==> src/rtl/axi_lite_pkg.sv <==
// Shared types and constants for the AXI4-Lite command initiator.
package axi_lite_pkg;

    typedef enum logic [1:0] {
        OKAY   = 2'b00,
        EXOKAY = 2'b01,
        SLVERR = 2'b10,
        DECERR = 2'b11
    } resp_t;

    typedef enum logic [2:0] {
        IDLE,
        WR_REQ,
        WR_RESP,
        RD_REQ,
        RD_RESP,
        RSP
    } state_t;

    localparam logic [2:0] AXI_PROT_DEFAULT = 3'b000;

endpackage

==> src/rtl/axi_lite_master_if.sv <==
// Command/response port and AXI4-Lite channels of the initiator, bundled with directional views.
interface axi_lite_master_if #(
    parameter int AXI_DATA_WIDTH = 32,
    parameter int AXI_ADDR_WIDTH = 32,
    parameter int LAT_WIDTH      = 16
);
    logic                          CMD_VALID;
    logic                          CMD_READY;
    logic                          CMD_WRITE;
    logic [AXI_ADDR_WIDTH-1:0]     CMD_ADDR;
    logic [AXI_DATA_WIDTH-1:0]     CMD_WDATA;
    logic [AXI_DATA_WIDTH/8-1:0]   CMD_WSTRB;
    logic                          RSP_VALID;
    logic                          RSP_READY;
    logic [AXI_DATA_WIDTH-1:0]     RSP_RDATA;
    logic [1:0]                    RSP_RESP;
    logic [LAT_WIDTH-1:0]          RSP_CYCLES;
    logic [AXI_ADDR_WIDTH-1:0]     AWADDR;
    logic [2:0]                    AWPROT;
    logic                          AWVALID;
    logic                          AWREADY;
    logic [AXI_DATA_WIDTH-1:0]     WDATA;
    logic [AXI_DATA_WIDTH/8-1:0]   WSTRB;
    logic                          WVALID;
    logic                          WREADY;
    logic [1:0]                    BRESP;
    logic                          BVALID;
    logic                          BREADY;
    logic [AXI_ADDR_WIDTH-1:0]     ARADDR;
    logic [2:0]                    ARPROT;
    logic                          ARVALID;
    logic                          ARREADY;
    logic [AXI_DATA_WIDTH-1:0]     RDATA;
    logic [1:0]                    RRESP;
    logic                          RVALID;
    logic                          RREADY;

    modport master (
        input  CMD_VALID, CMD_WRITE, CMD_ADDR, CMD_WDATA, CMD_WSTRB, RSP_READY,
        input  AWREADY, WREADY, BRESP, BVALID, ARREADY, RDATA, RRESP, RVALID,
        output CMD_READY, RSP_VALID, RSP_RDATA, RSP_RESP, RSP_CYCLES,
        output AWADDR, AWPROT, AWVALID, WDATA, WSTRB, WVALID, BREADY,
        output ARADDR, ARPROT, ARVALID, RREADY
    );

    modport slave (
        output CMD_VALID, CMD_WRITE, CMD_ADDR, CMD_WDATA, CMD_WSTRB, RSP_READY,
        output AWREADY, WREADY, BRESP, BVALID, ARREADY, RDATA, RRESP, RVALID,
        input  CMD_READY, RSP_VALID, RSP_RDATA, RSP_RESP, RSP_CYCLES,
        input  AWADDR, AWPROT, AWVALID, WDATA, WSTRB, WVALID, BREADY,
        input  ARADDR, ARPROT, ARVALID, RREADY
    );

endinterface

==> src/rtl/axi_lite_master.sv <==
// Single-outstanding AXI4-Lite initiator: one command in, one AXI transaction, one response out.
// state   | meaning
// IDLE    | CMD_READY high, waiting for a command
// WR_REQ  | AW and/or W still awaiting handshake
// WR_RESP | BREADY high, waiting for BVALID
// RD_REQ  | ARVALID high, waiting for ARREADY
// RD_RESP | RREADY high, waiting for RVALID
// RSP     | RSP_VALID high, waiting for RSP_READY
module axi_lite_master
    import axi_lite_pkg::*;
#(
    parameter int AXI_DATA_WIDTH = 32,
    parameter int AXI_ADDR_WIDTH = 32,
    parameter int LAT_WIDTH      = 16
) (
    input  logic                 ACLK,
    input  logic                 ARESETN,
    axi_lite_master_if.master    bus
);

    localparam int STRB_WIDTH = AXI_DATA_WIDTH / 8;

    state_t                      r_state;
    logic                        r_cmd_ready;
    logic [AXI_ADDR_WIDTH-1:0]   r_addr;
    logic [AXI_DATA_WIDTH-1:0]   r_wdata;
    logic [STRB_WIDTH-1:0]       r_wstrb;
    logic                        r_awvalid;
    logic                        r_wvalid;
    logic                        r_bready;
    logic                        r_arvalid;
    logic                        r_rready;
    logic                        r_rsp_valid;
    logic [AXI_DATA_WIDTH-1:0]   r_rsp_rdata;
    resp_t                       r_rsp_resp;
    logic [LAT_WIDTH-1:0]        r_cycles;

    logic [LAT_WIDTH-1:0]        w_cycles_inc;
    logic                        w_aw_done;
    logic                        w_w_done;

    assign w_cycles_inc = (&r_cycles) ? r_cycles : r_cycles + 1'b1;
    // A channel counts as done if it already dropped VALID or handshakes this cycle.
    assign w_aw_done    = !r_awvalid || bus.AWREADY;
    assign w_w_done     = !r_wvalid  || bus.WREADY;

    always_ff @(posedge ACLK or negedge ARESETN) begin
        if (!ARESETN) begin
            r_state     <= IDLE;
            r_cmd_ready <= 1'b1;
            r_addr      <= '0;
            r_wdata     <= '0;
            r_wstrb     <= '0;
            r_awvalid   <= 1'b0;
            r_wvalid    <= 1'b0;
            r_bready    <= 1'b0;
            r_arvalid   <= 1'b0;
            r_rready    <= 1'b0;
            r_rsp_valid <= 1'b0;
            r_rsp_rdata <= '0;
            r_rsp_resp  <= OKAY;
            r_cycles    <= '0;
        end else begin
            case (r_state)
                IDLE: begin
                    if (bus.CMD_VALID) begin
                        r_cmd_ready <= 1'b0;
                        r_cycles    <= '0;
                        r_addr      <= bus.CMD_ADDR;
                        if (bus.CMD_WRITE) begin
                            r_wdata   <= bus.CMD_WDATA;
                            r_wstrb   <= bus.CMD_WSTRB;
                            r_awvalid <= 1'b1;
                            r_wvalid  <= 1'b1;
                            r_state   <= WR_REQ;
                        end else begin
                            r_arvalid <= 1'b1;
                            r_state   <= RD_REQ;
                        end
                    end
                end
                WR_REQ: begin
                    r_cycles <= w_cycles_inc;
                    if (r_awvalid && bus.AWREADY) r_awvalid <= 1'b0;
                    if (r_wvalid && bus.WREADY)   r_wvalid  <= 1'b0;
                    if (w_aw_done && w_w_done) begin
                        r_bready <= 1'b1;
                        r_state  <= WR_RESP;
                    end
                end
                WR_RESP: begin
                    r_cycles <= w_cycles_inc;
                    if (bus.BVALID) begin
                        r_bready    <= 1'b0;
                        r_rsp_resp  <= resp_t'(bus.BRESP);
                        r_rsp_rdata <= '0;
                        r_rsp_valid <= 1'b1;
                        r_state     <= RSP;
                    end
                end
                RD_REQ: begin
                    r_cycles <= w_cycles_inc;
                    if (bus.ARREADY) begin
                        r_arvalid <= 1'b0;
                        r_rready  <= 1'b1;
                        r_state   <= RD_RESP;
                    end
                end
                RD_RESP: begin
                    r_cycles <= w_cycles_inc;
                    if (bus.RVALID) begin
                        r_rready    <= 1'b0;
                        r_rsp_resp  <= resp_t'(bus.RRESP);
                        r_rsp_rdata <= bus.RDATA;
                        r_rsp_valid <= 1'b1;
                        r_state     <= RSP;
                    end
                end
                RSP: begin
                    if (bus.RSP_READY) begin
                        r_rsp_valid <= 1'b0;
                        r_cmd_ready <= 1'b1;
                        r_state     <= IDLE;
                    end
                end
                default: begin
                    r_cmd_ready <= 1'b1;
                    r_state     <= IDLE;
                end
            endcase
        end
    end

    assign bus.CMD_READY  = r_cmd_ready;
    assign bus.RSP_VALID  = r_rsp_valid;
    assign bus.RSP_RDATA  = r_rsp_rdata;
    assign bus.RSP_RESP   = r_rsp_resp;
    assign bus.RSP_CYCLES = r_cycles;
    assign bus.AWADDR     = r_addr;
    assign bus.AWPROT     = AXI_PROT_DEFAULT;
    assign bus.AWVALID    = r_awvalid;
    assign bus.WDATA      = r_wdata;
    assign bus.WSTRB      = r_wstrb;
    assign bus.WVALID     = r_wvalid;
    assign bus.BREADY     = r_bready;
    assign bus.ARADDR     = r_addr;
    assign bus.ARPROT     = AXI_PROT_DEFAULT;
    assign bus.ARVALID    = r_arvalid;
    assign bus.RREADY     = r_rready;

endmodule

==> src/flat_wrapper.sv <==
// flat-port wrapper written by rule: the top's interface ports become plain ports
module axi_lite_master_flat import axi_lite_pkg::*;
#(
    parameter int AXI_DATA_WIDTH = 32,
    parameter int AXI_ADDR_WIDTH = 32,
    parameter int LAT_WIDTH      = 16
)
  (ACLK, ARESETN, bus_CMD_VALID, bus_CMD_WRITE, bus_CMD_ADDR, bus_CMD_WDATA, bus_CMD_WSTRB, bus_RSP_READY, bus_AWREADY, bus_WREADY, bus_BRESP, bus_BVALID, bus_ARREADY, bus_RDATA, bus_RRESP, bus_RVALID, bus_CMD_READY, bus_RSP_VALID, bus_RSP_RDATA, bus_RSP_RESP, bus_RSP_CYCLES, bus_AWADDR, bus_AWPROT, bus_AWVALID, bus_WDATA, bus_WSTRB, bus_WVALID, bus_BREADY, bus_ARADDR, bus_ARPROT, bus_ARVALID, bus_RREADY);
  axi_lite_master_if #(.AXI_DATA_WIDTH(AXI_DATA_WIDTH), .AXI_ADDR_WIDTH(AXI_ADDR_WIDTH), .LAT_WIDTH(LAT_WIDTH)) bus_i ();
  input  logic ACLK;
  input  logic ARESETN;
  input wire logic [$bits(bus_i.CMD_VALID)-1:0] bus_CMD_VALID;
  input wire logic [$bits(bus_i.CMD_WRITE)-1:0] bus_CMD_WRITE;
  input wire logic [$bits(bus_i.CMD_ADDR)-1:0] bus_CMD_ADDR;
  input wire logic [$bits(bus_i.CMD_WDATA)-1:0] bus_CMD_WDATA;
  input wire logic [$bits(bus_i.CMD_WSTRB)-1:0] bus_CMD_WSTRB;
  input wire logic [$bits(bus_i.RSP_READY)-1:0] bus_RSP_READY;
  input wire logic [$bits(bus_i.AWREADY)-1:0] bus_AWREADY;
  input wire logic [$bits(bus_i.WREADY)-1:0] bus_WREADY;
  input wire logic [$bits(bus_i.BRESP)-1:0] bus_BRESP;
  input wire logic [$bits(bus_i.BVALID)-1:0] bus_BVALID;
  input wire logic [$bits(bus_i.ARREADY)-1:0] bus_ARREADY;
  input wire logic [$bits(bus_i.RDATA)-1:0] bus_RDATA;
  input wire logic [$bits(bus_i.RRESP)-1:0] bus_RRESP;
  input wire logic [$bits(bus_i.RVALID)-1:0] bus_RVALID;
  output wire logic [$bits(bus_i.CMD_READY)-1:0] bus_CMD_READY;
  output wire logic [$bits(bus_i.RSP_VALID)-1:0] bus_RSP_VALID;
  output wire logic [$bits(bus_i.RSP_RDATA)-1:0] bus_RSP_RDATA;
  output wire logic [$bits(bus_i.RSP_RESP)-1:0] bus_RSP_RESP;
  output wire logic [$bits(bus_i.RSP_CYCLES)-1:0] bus_RSP_CYCLES;
  output wire logic [$bits(bus_i.AWADDR)-1:0] bus_AWADDR;
  output wire logic [$bits(bus_i.AWPROT)-1:0] bus_AWPROT;
  output wire logic [$bits(bus_i.AWVALID)-1:0] bus_AWVALID;
  output wire logic [$bits(bus_i.WDATA)-1:0] bus_WDATA;
  output wire logic [$bits(bus_i.WSTRB)-1:0] bus_WSTRB;
  output wire logic [$bits(bus_i.WVALID)-1:0] bus_WVALID;
  output wire logic [$bits(bus_i.BREADY)-1:0] bus_BREADY;
  output wire logic [$bits(bus_i.ARADDR)-1:0] bus_ARADDR;
  output wire logic [$bits(bus_i.ARPROT)-1:0] bus_ARPROT;
  output wire logic [$bits(bus_i.ARVALID)-1:0] bus_ARVALID;
  output wire logic [$bits(bus_i.RREADY)-1:0] bus_RREADY;
  assign bus_i.CMD_VALID = bus_CMD_VALID;
  assign bus_i.CMD_WRITE = bus_CMD_WRITE;
  assign bus_i.CMD_ADDR = bus_CMD_ADDR;
  assign bus_i.CMD_WDATA = bus_CMD_WDATA;
  assign bus_i.CMD_WSTRB = bus_CMD_WSTRB;
  assign bus_i.RSP_READY = bus_RSP_READY;
  assign bus_i.AWREADY = bus_AWREADY;
  assign bus_i.WREADY = bus_WREADY;
  assign bus_i.BRESP = bus_BRESP;
  assign bus_i.BVALID = bus_BVALID;
  assign bus_i.ARREADY = bus_ARREADY;
  assign bus_i.RDATA = bus_RDATA;
  assign bus_i.RRESP = bus_RRESP;
  assign bus_i.RVALID = bus_RVALID;
  assign bus_CMD_READY = bus_i.CMD_READY;
  assign bus_RSP_VALID = bus_i.RSP_VALID;
  assign bus_RSP_RDATA = bus_i.RSP_RDATA;
  assign bus_RSP_RESP = bus_i.RSP_RESP;
  assign bus_RSP_CYCLES = bus_i.RSP_CYCLES;
  assign bus_AWADDR = bus_i.AWADDR;
  assign bus_AWPROT = bus_i.AWPROT;
  assign bus_AWVALID = bus_i.AWVALID;
  assign bus_WDATA = bus_i.WDATA;
  assign bus_WSTRB = bus_i.WSTRB;
  assign bus_WVALID = bus_i.WVALID;
  assign bus_BREADY = bus_i.BREADY;
  assign bus_ARADDR = bus_i.ARADDR;
  assign bus_ARPROT = bus_i.ARPROT;
  assign bus_ARVALID = bus_i.ARVALID;
  assign bus_RREADY = bus_i.RREADY;
  axi_lite_master #(.AXI_DATA_WIDTH(AXI_DATA_WIDTH), .AXI_ADDR_WIDTH(AXI_ADDR_WIDTH), .LAT_WIDTH(LAT_WIDTH)) u_core (.ACLK(ACLK), .ARESETN(ARESETN), .bus(bus_i));
endmodule
==> config.mk <==
export PLATFORM = sky130hd
export DESIGN_NAME = axi_lite_master_flat
export DESIGN_NICKNAME = d
export VERILOG_FILES = /design/src/rtl/axi_lite_pkg.sv /design/src/rtl/axi_lite_master_if.sv /design/src/rtl/axi_lite_master.sv /design/src/flat_wrapper.sv
export SDC_FILE = /design/constraint.sdc
export NUM_CORES = 1
export LEC_CHECK = 0
export CAP_MARGIN = 20
export CORE_MARGIN = 3
export CORE_UTILIZATION = 37
export CTS_CLUSTER_DIAMETER = 100
export CTS_CLUSTER_SIZE = 40
export DETAILED_ROUTE_END_ITERATION = 8
export PLACE_DENSITY = 0.83
export SYNTH_ARGS = -nofsm -noshare
export SYNTH_HDL_FRONTEND = slang
export SYNTH_SLANG_ARGS = --single-unit
==> constraint.sdc <==
create_clock -name ACLK -period 1.8 [get_ports ACLK]
set_clock_uncertainty 0.05 [all_clocks]
set_input_delay 0.54 -clock ACLK [delete_from_list [all_inputs] [get_ports ACLK]]
set_output_delay 0.54 -clock ACLK [all_outputs]
set_load 0.01 [all_outputs]
==> results.txt <==
Compared with the post-synthesis result, the final layout area differs by 60.5%. In this run the static leakage power is 4.27 nW. The final total negative setup slack came out at 0 ps. The worst setup path is of the reg2out kind. Measured in cells, the most critical reg-to-reg path has a length of 6. The vias per cell works out to 4.86.

For this run, the total global-route usage over all layers was measured as 19.0%. The first-pass GRT wire length was 24.5 mm; the number of core rows was 44. The type of element capturing the critical path is a primary output. The tools report the clock root buffer as sky130_fd_sc_hd__clkbuf_16. The tools report the worst path required time as 1210 ps. TritonCTS created 17 clock buffers. After synthesis, the mean cell area works out to 12.8 um^2. The horizontal extent of the die is 128 um. For the number of antenna violations at the first check in global routing, the log shows 0. Total power after layout: 15.1 mW. Post-synth design cell area: 0.00553 mm^2. Across all setup checks in the final design, the least slack found is 56.9 ps. Cells with a size suffix above 1 make up 18.8% of the layout. Across the run, the number of max-cap violations was 0. For the yosys synthesis warning count, the log shows 0.

Setup repair after global routing left no endpoint under its margin. The endpoint identified for the worst register-to-register timing path is u_core.bus.RSP_RDATA[29]. Data arrives at the worst endpoint at 1150 ps.

The net count of the finished layout is 828. The portion of the clock cycle consumed by the worst path in the final layout works out to 96.8%. For this run the aggregate overflow at the end of global routing stands at 0. After detailed routing, the average wire length per cell comes to 17.2 um.

The synthesized design contains 0 enable-type register cells. The clock net in this run drives a total of 128 sinks. Yosys mapped the design onto 49 distinct sky130hd cell types. The via count of the first global-routing pass was 4,620; the worst voltage drop across the vdd grid was 0.000751 V. The clock-pin slew on the worst setup and hold paths came out at 60 ps. The cell area power density is 1700 mW/mm^2, and the height of the die is 128 um. The logs give 433 for the post-synthesis instance total and 0 for the number of failing hold endpoints at the final stage. TritonCTS built the clock tree. The violation count after the first detailed-routing iteration was 179; the number of setup violations in the final report was 0. The repair_antennas step left the layout with diodes totalling 0. Clock latency reported for the late side of the worst-skew pair: 400 ps. For this run, asynchronously set or reset flops after synthesis account for 100%. The reg-to-reg setup timing slack came out at 100 ps. Once detailed placement completed, the half-perimeter wirelength came to 11.7 mm.

For the worst hold margin, the log shows 434 ps. The DRC violation count after routing was 0; the final count of pins violating max slew was 0. Pin placement for this block handled 277 I/O pins. The sequential element share of the synthesized area is 57.9%. The routed layout has 4,417 vias. The smallest clock period supported by the final layout is computed as 1740 ps.

The total wire length after detailed routing came out at 15.6 mm. Among all flip-flop cells after synthesis, the most frequent one is sky130_fd_sc_hd__dfrtp_1. The detail route stage leaves a number of antenna-violating nets equal to 0. The worst slack at placement was -415 ps. The overall die area is 0.0165 mm^2, and the maximum number of pins on one net before global-route repair is 58.

Routability-driven placement finished with a final weighted congestion of 0.828. Once the floorplan was initialized, standard cells occupied 37.9% of the core. The tools report the count of H-tree levels built during CTS as 4. The path class of the tightest hold or removal check is reg2reg. The launch point of the worst reg-to-reg path was u_core.r_state[1]. Highest fanout seen on the critical path: 4. The run finished with clean final reports. The peak clock frequency supported by timing is 574 MHz. In this run the standard cell core region covers 0.0146 mm^2. Critical path capture point: bus_RSP_CYCLES[1]. The critical path starts at u_core.bus.RSP_CYCLES[1].

In this run, synthesis produced a sequential element count of 128. The longest clock path from root to sink contains 2 buffers. For this run, the detailed router's first-pass iteration total came to 4. Buffers placed on the I/O ports in this run total 270. STA classifies the critical path startpoint as a flop.
[synthesized netlist by cell type (3+ instances only)]
master | number | area [um^2]
sky130_fd_sc_hd__dfrtp_1 | 127 | 3180
sky130_fd_sc_hd__buf_4 | 41 | 308
sky130_fd_sc_hd__mux2_2 | 38 | 428
sky130_fd_sc_hd__a22o_1 | 35 | 307
sky130_fd_sc_hd__mux2_1 | 30 | 338
sky130_fd_sc_hd__nand2_1 | 20 | 75.1
sky130_fd_sc_hd__o21ai_0 | 20 | 100
sky130_fd_sc_hd__nor2_1 | 19 | 71.3
sky130_fd_sc_hd__a21oi_1 | 16 | 80.1
sky130_fd_sc_hd__buf_2 | 15 | 75.1
sky130_fd_sc_hd__a31oi_1 | 6 | 37.5
sky130_fd_sc_hd__inv_1 | 5 | 18.8
sky130_fd_sc_hd__and3_1 | 4 | 25.0
sky130_fd_sc_hd__nand3_1 | 4 | 20.0
sky130_fd_sc_hd__nor3_1 | 4 | 20.0
sky130_fd_sc_hd__a21o_1 | 3 | 22.5
sky130_fd_sc_hd__clkbuf_1 | 3 | 11.3
sky130_fd_sc_hd__mux2i_1 | 3 | 30.0
sky130_fd_sc_hd__nand4_1 | 3 | 18.8
sky130_fd_sc_hd__o21ai_1 | 3 | 15.0
[where the power goes]
part	total, mW	switching, mW	internal [mW]	leakage [nW]
sequential	5.02	0.815	4.21	1.59
combinational	6.72	3.19	3.54	2.40
clock	3.33	1.27	2.07	0.278
[per-layer routing]
layer / share of wire (%) / wire length [um] / track usage, % / vias up
li1: - / - / - / 2070
met1: 39 / 6150 / 23.0 / 2153
met2: 52 / 8120 / 33.0 / 175
met3: 7.2 / 1120 / 5.71 / 19
met4: 1.5 / 235 / 4.81 / 0
met5: 0 / 0 / 0 / -
[state kept, by name, indices dropped and copies added (netlist names)]
signal	flops
u_core.bus.ARADDR	32
u_core.bus.RSP_RDATA	32
u_core.bus.WDATA	32
u_core.bus.RSP_CYCLES	16
u_core.bus.WSTRB	4
u_core.r_state	3
u_core.bus.RSP_RESP	2
u_core.bus.ARVALID	1
u_core.bus.AWVALID	1
u_core.bus.BREADY	1
u_core.bus.CMD_READY	1
u_core.bus.RREADY	1
u_core.bus.RSP_VALID	1
u_core.bus.WVALID	1
[how the worst min path moves through the flow]
stage | startpoint | to | slack, ps | cells after the start
2_1_floorplan | ARESETN | u_core.bus.ARADDR[0] | 190 | 0
3_3_place_gp | ARESETN | u_core.bus.WDATA[23] | 400 | 1
3_5_place_dp | ARESETN | u_core.bus.WDATA[22] | 400 | 1
4_1_cts | u_core.bus.WDATA[18] | u_core.bus.WDATA[18] | 440 | 1
5_1_grt | u_core.bus.WDATA[18] | u_core.bus.WDATA[18] | 450 | 1
6_report | u_core.bus.WDATA[18] | u_core.bus.WDATA[18] | 430 | 1
[through the flow]
| stage | cells | area [um^2] | util [%] |
|---|---|---|---|
| after detailed placement | 871 | 8430 | 57.8 |
| final | 909 | 8880 | 60.8 |
| after global placement | 871 | 8430 | 57.8 |
| after global routing | 909 | 8880 | 60.8 |
| after floorplan | 438 | 5550 | - |
| after CTS | 909 | 8890 | 60.9 |
[area by class of cell]
cell class / instances / area [um^2]
clock buffers: 18 / 439
clock inverters: 13 / 138
fillers: 1222 / 5710
inverters: 6 / 22.5
multi-input cells: 244 / 1920
flip-flops and latches: 128 / 3210
well taps: 184 / 230
repair buffers: 316 / 2920
[placed cells by master, fill, tap and decap left out, types with 2 or more instances in the layout]
cell type / synthesis / layout
sky130_fd_sc_hd__dlygate4sd2_1: 0 / 153
sky130_fd_sc_hd__dfrtp_1: 127 / 124
sky130_fd_sc_hd__clkdlybuf4s50_1: 0 / 111
sky130_fd_sc_hd__buf_4: 41 / 39
sky130_fd_sc_hd__mux2_2: 38 / 38
sky130_fd_sc_hd__a22o_1: 35 / 35
sky130_fd_sc_hd__mux2_1: 30 / 30
sky130_fd_sc_hd__nand2_1: 20 / 20
sky130_fd_sc_hd__nor2_1: 19 / 19
sky130_fd_sc_hd__clkbuf_16: 0 / 17
sky130_fd_sc_hd__a21oi_1: 16 / 16
sky130_fd_sc_hd__o21ai_0: 20 / 15
sky130_fd_sc_hd__o21ai_1: 3 / 8
sky130_fd_sc_hd__a31oi_1: 6 / 6
sky130_fd_sc_hd__conb_1: 1 / 6
sky130_fd_sc_hd__buf_12: 0 / 6
sky130_fd_sc_hd__inv_1: 5 / 5
sky130_fd_sc_hd__nand3_1: 4 / 4
sky130_fd_sc_hd__nor3_1: 4 / 4
sky130_fd_sc_hd__clkinv_2: 0 / 4
sky130_fd_sc_hd__mux2i_1: 3 / 3
sky130_fd_sc_hd__and3_1: 4 / 3
sky130_fd_sc_hd__nand4_1: 3 / 3
sky130_fd_sc_hd__a21o_1: 3 / 3
sky130_fd_sc_hd__clkinvlp_4: 0 / 3
sky130_fd_sc_hd__clkbuf_2: 0 / 3
sky130_fd_sc_hd__dfrtp_2: 0 / 3
sky130_fd_sc_hd__o31ai_1: 2 / 2
sky130_fd_sc_hd__and4_1: 2 / 2
sky130_fd_sc_hd__a31oi_2: 2 / 2
sky130_fd_sc_hd__nor2b_1: 2 / 2
sky130_fd_sc_hd__o31a_1: 2 / 2
sky130_fd_sc_hd__clkinv_4: 0 / 2
sky130_fd_sc_hd__bufinv_16: 0 / 2
sky130_fd_sc_hd__inv_6: 0 / 2
[kinds of logic after synthesis]
family	Yosys count	share of synthesized area, %
AOI/OAI and AO/OA	96	12.5
xor gates and xnor gates	2	0.452
adders and majority gates	1	0.226
buffers and inverters	66	7.74
DFF	128	57.9
muxes	71	14.4
other	1	0.0678
and+or+nand+nor	68	6.74
[critical path, cell delays in order (launching register included)]
cell	delay [ps]
sky130_fd_sc_hd__dfrtp_1	380
sky130_fd_sc_hd__buf_4	150
sky130_fd_sc_hd__clkdlybuf4s15_1	220
[what timing repair did]
action                                  in CTS  in global routing
endpoints found under the setup margin     171                 34
hold buffers                                 1                  0
resized for setup                          164                 13
pin swaps                                    1                  1
endpoints found under the hold margin       17                  0
cloned                                       0                  0
setup buffers                                6                  0
(Power assumes the default switching activity.)
